===== src/rtl/vga_capture.sv =====
// vga_capture: locks onto VGA sync timing, emits a pixel write stream and flags line/frame timing errors.
module vga_capture #(
    parameter int H_TOTAL  = 800,
    parameter int V_TOTAL  = 525,
    parameter int H_ACTIVE = 640,
    parameter int V_ACTIVE = 480
) (
    input  logic        pclk,
    input  logic        reset,
    input  logic        hsync,
    input  logic        vsync,
    input  logic        valid,
    input  logic [7:0]  vga_r,
    input  logic [7:0]  vga_g,
    input  logic [7:0]  vga_b,
    output logic        pix_we,
    output logic [9:0]  pix_x,
    output logic [9:0]  pix_y,
    output logic [23:0] pix_data,
    output logic        frame_done,
    output logic        locked,
    output logic        err_hline,
    output logic        err_vframe,
    output logic [9:0]  line_len,
    output logic [9:0]  frame_lines
);
    localparam logic [9:0] HT  = 10'(H_TOTAL);
    localparam logic [9:0] VT  = 10'(V_TOTAL);
    localparam logic [9:0] HA  = 10'(H_ACTIVE);
    localparam logic [9:0] VA  = 10'(V_ACTIVE);
    localparam logic [9:0] MAX = 10'h3ff;
    typedef enum logic [1:0] {S_IDLE, S_TRAIN, S_LOCK} state_t;
    state_t state, state_nxt;
    logic s_hsync, s_vsync, s_valid, d_hsync, d_vsync;
    logic [23:0] s_rgb;
    logic [9:0] hcnt, xcnt, vcnt, ycnt;
    logic frame_bad, h_fall, v_fall, line_err, sat, frame_err, we_nxt;
    logic [9:0] x_cur, y_cur, y_tot, v_tot;
    assign locked = state == S_LOCK;
    // A pixel arriving on the same cycle as a sync fall belongs to the new line/frame.
    always_comb begin
        h_fall    = d_hsync & ~s_hsync;
        v_fall    = d_vsync & ~s_vsync;
        x_cur     = h_fall ? '0 : xcnt;
        y_tot     = ycnt + {9'b0, h_fall && xcnt != '0 && ycnt != MAX};
        v_tot     = vcnt + {9'b0, h_fall && vcnt != MAX};
        y_cur     = v_fall ? '0 : y_tot;
        line_err  = state != S_IDLE && h_fall && (hcnt + 10'd1 != HT || (xcnt != '0 && xcnt != HA));
        sat       = state != S_IDLE && !h_fall && hcnt == MAX - 10'd1;
        frame_err = v_tot != VT || y_tot != VA || frame_bad || line_err;
        we_nxt    = state == S_LOCK && s_valid && x_cur < HA && y_cur < VA;
        state_nxt = state;
        if (sat)
            state_nxt = S_IDLE;
        else if (v_fall)
            state_nxt = (state == S_IDLE || frame_err) ? S_TRAIN : S_LOCK;
    end
    always_ff @(posedge pclk)
        state <= reset ? S_IDLE : state_nxt;
    always_ff @(posedge pclk) begin
        if (reset) begin
            {s_hsync, s_vsync, s_valid, d_hsync, d_vsync, s_rgb} <= '0;
            {hcnt, xcnt, vcnt, ycnt, frame_bad} <= '0;
            {pix_we, pix_x, pix_y, pix_data} <= '0;
            {frame_done, err_hline, err_vframe, line_len, frame_lines} <= '0;
        end else begin
            {s_hsync, s_vsync, s_valid, s_rgb} <= {hsync, vsync, valid, vga_r, vga_g, vga_b};
            {d_hsync, d_vsync} <= {s_hsync, s_vsync};
            hcnt        <= h_fall ? '0 : (hcnt == MAX ? hcnt : hcnt + 10'd1);
            xcnt        <= x_cur + {9'b0, s_valid && x_cur != MAX};
            vcnt        <= v_fall ? '0 : v_tot;
            ycnt        <= y_cur;
            frame_bad   <= !v_fall && (frame_bad || line_err);
            pix_we      <= we_nxt;
            pix_x       <= x_cur;
            pix_y       <= y_cur;
            pix_data    <= s_rgb;
            frame_done  <= v_fall && !sat && state == S_LOCK && !frame_err;
            err_vframe  <= v_fall && !sat && state == S_LOCK && frame_err;
            err_hline   <= line_err || sat;
            line_len    <= h_fall ? hcnt + 10'd1 : line_len;
            frame_lines <= v_fall ? v_tot : frame_lines;
        end
    end
endmodule

===== config.mk =====
export PLATFORM = sky130hd
export DESIGN_NAME = vga_capture
export DESIGN_NICKNAME = d
export VERILOG_FILES = /design/src/rtl/vga_capture.sv
export SDC_FILE = /design/constraint.sdc
export NUM_CORES = 1
export LEC_CHECK = 0
export CAP_MARGIN = 0
export CORE_ASPECT_RATIO = 0.8
export CORE_MARGIN = 3
export CORE_UTILIZATION = 53
export DETAILED_ROUTE_END_ITERATION = 16
export DONT_BUFFER_PORTS = 1
export HOLD_SLACK_MARGIN = 0.06
export PLACE_DENSITY = 0.79
export SLEW_MARGIN = 20
export SYNTH_ARGS = -nofsm -noshare
export SYNTH_HDL_FRONTEND = slang
export SYNTH_SLANG_ARGS = --single-unit

===== constraint.sdc =====
create_clock -name pclk -period 4.5 [get_ports pclk]
set_clock_uncertainty 0.2 [all_clocks]
set_input_delay 0.9 -clock pclk [delete_from_list [all_inputs] [get_ports pclk]]
set_output_delay 0.9 -clock pclk [all_outputs]
set_load 0.05 [all_outputs]

==> results by group <==
Clock tree
  – Post CTS Setup Buffer Count: 0
  – Worst-path clk slew: around 0.060 ns
  – Clock root cell: clkbuf_16
  – Hold_buf cts: 0
  – CTS resizes: 0
  – CTS tree: done
  – Worst-Skew Late Latency: 0.40 ns
  – Longest Clk Path Bufs: 2
  – CTS Buf Count: 17
  – Clk sinks: 130
  – CTS H-tree lvls: 4

Synth
  – Syn. warnings: 0
  – Async set-reset flop share out of synthesis: 0
  – Distinct cells, synth: 55
  – Ys flop type: dfxtp_1
  – Largest cells by area after synthesis: dfxtp_1 (54%), nor2b_1 (7.6%), nor2_1 (4.8%)
  – #FFs+latches synth: 130
  – Register area share after synthesis: 0.538
  – Mapped Cells: a little under 500
  – Syn_area_per_cell: 9.87 um^2
  – Post-Syn Nets: about 530
  – Most frequent cell after synthesis: dfxtp_1
  – Post-synthesis cell area: about 4800 um^2
  – Post-synth EDFFs: 0
  – Post-synth top cells: dfxtp_1 (130), nor2_1 (62), nor2b_1 (59)
  – Synth top area share: 0.538
  – Synth area leader: dfxtp_1

Placement
  – RePlAce Congestion: a little under 0.9
  – Port Buffers: 0
  – Worst slack, placed: a little over 0.7 ns
  – DPL Wire Length: approximately 6600 um

Outcome
  – Status: finished, final reports clean

STA
  – Max Freq: ~270 MHz
  – Worst-Margin Slew: between 1 and 1.5 ns
  – Fin crit share: 0.838
  – TNS Setup: 0 ns
  – Final WS setup: approximately 0.73 ns
  – Final hold violations: 0
  – Tmin final: around 3.8 ns
  – Slew HR: 0.229
  – RSZ-0062 raised after global routing: no
  – Final Slew Violations: 0
  – # setup viols final: 0

Cells and area
  – P&R area growth vs syn: 13.2%
  – Final cell utilization of the core: 0.631
  – Ant. Diodes: 0
  – Nets@finish: roughly 520
  – Layout cells sized above 1: 0.0842

Route
  – Vias per cell: 5.43
  – Pre-antenna DRT Iters: 4
  – 1st-iter DRT viols: approximately 190
  – Vias: 3,317
  – Antenna-violating nets left: 0
  – Avg WL per Cell: between 15 and 20 um
  – # DRC: 0
  – Final WL: approximately 9600 um

Floorplanning
  – Num ports: 98
  – Die Span X: 113 um
  – Die Y: just over 90 um
  – FP Rows: 30
  – Area of the core: 8670 um^2
  – Die area: 10,300 um^2
  – Starting Density: 0.558

Setup path
  – R2r setup slk: 0.73 ns
  – Worst Path Arrival: 3.90 ns
  – Kind of end point of the critical path: flop
  – WP data required: roughly 4.6 ns
  – Worst-path fanout max: 5
  – Setup crit start kind: flop
  – Setup CP Type: flop to flop

Global routing
  – Initial antenna violation count: 0
  – Total grt overflow: 0
  – Vias in the first global route: 3,174
  – Largest net degree at the start of global routing: 84
  – GR Util All Layers: 0.188
  – First-pass GRT wire length: roughly 15,000 um

Flow run
  – Maxcap violations: 0

Pwr
  – Power per cell area: about 490 nW/um^2
  – Leak: 0.00206 uW
  – Peak supply drop: approximately 0.41 mV
  – Final Total Pwr: roughly 2700 uW

Worst hold path
  – Min-delay worst type: flop to flop
## final timing paths
check | from | endpoint | cells after the start
worst min-delay path | s_rgb[23] | pix_data[23] | 1
worst min register to register | s_rgb[23] | pix_data[23] | 1
worst max register to register | ycnt[4] | frame_done | 10
worst max-delay path | ycnt[4] | frame_done | 10
## state kept, by name (all words and copies together), names as in the netlist, 2 cells and up
name         cells
xcnt            10
s_rgb           24
line_len        10
vcnt            10
pix_x           10
hcnt            10
ycnt            10
state            2
frame_lines     10
pix_data        24
## cells by family (layout without fill, tap and decap cells)
| family | after synthesis | in the layout | share of synthesized area |
|---|---|---|---|
| XOR/XNOR | 36 | 36 | 0.0652 |
| flip-flops | 130 | 130 | 0.538 |
| buffers and inverters | 32 | 41 | 0.0336 |
| AO/OA/AOI/OAI | 56 | 56 | 0.0810 |
| AND/OR/NAND/NOR | 228 | 228 | 0.261 |
| adder cells (fa/ha/maj) | 8 | 8 | 0.0207 |
## cell usage in the layout, fill, tap and decap left out, drive strengths merged, types with 6 or more instances in the layout
cell type    n
dfxtp      130
nor2        62
nor2b       59
nand3       22
clkbuf      22
nand2       20
xor2        20
a211oi      18
and2        16
xnor2       16
a21oi       14
ha           8
nand4        7
o21ai        6
buf          6
clkinv       6
## critical path, cell delays in order (launching register included)
cell,delay (ns)
dfxtp_1,0.73
nand3_1,0.30
o311a_1,0.41
ha_1,0.24
ha_1,0.31
nor4b_1,0.26
nand3b_1,0.12
nor3_1,0.35
nand3b_1,0.10
or4_1,0.50
nor3b_2,0.18
## power by group
group	switching, uW	total, uW	leakage (uW)	internal, uW
Clock	465	1380	0.000300	911
Combinational	33.4	61.5	0.000696	28.1
Sequential	78.3	1270	0.00106	1190
## routing by layer
layer,vias up,part of all wire,track usage,wire (um)
met2,92,0.48,0.302,4610
met4,0,0.0098,0.0681,94
li1,1655,-,-,-
met5,-,0,0,0
met3,9,0.060,0.0673,574
met1,1561,0.45,0.233,4280
## layout make-up
| cell class | count | area (um^2) |
|---|---|---|
| Multi-Input combinational cell | 328 | 2070 |
| Clock inverter | 10 | 131 |
| Fill cell | 716 | 3200 |
| Clock buffer | 22 | 474 |
| Timing Repair Buffer | 6 | 45.0 |
| Inverter | 3 | 11.3 |
| Tap cell | 112 | 140 |
| Sequential cell | 130 | 2600 |
## per-stage QoR
stage	area, um^2	instances	hold WS (ns)
2_1_floorplan	4830	490	0.214
3_3_place_gp	4870	579	0.218
3_5_place_dp	4870	579	0.225
4_1_cts	5470	611	0.237
5_1_grt	5470	611	0.250
6_report	5470	611	0.231
(Power assumes the default switching activity.)
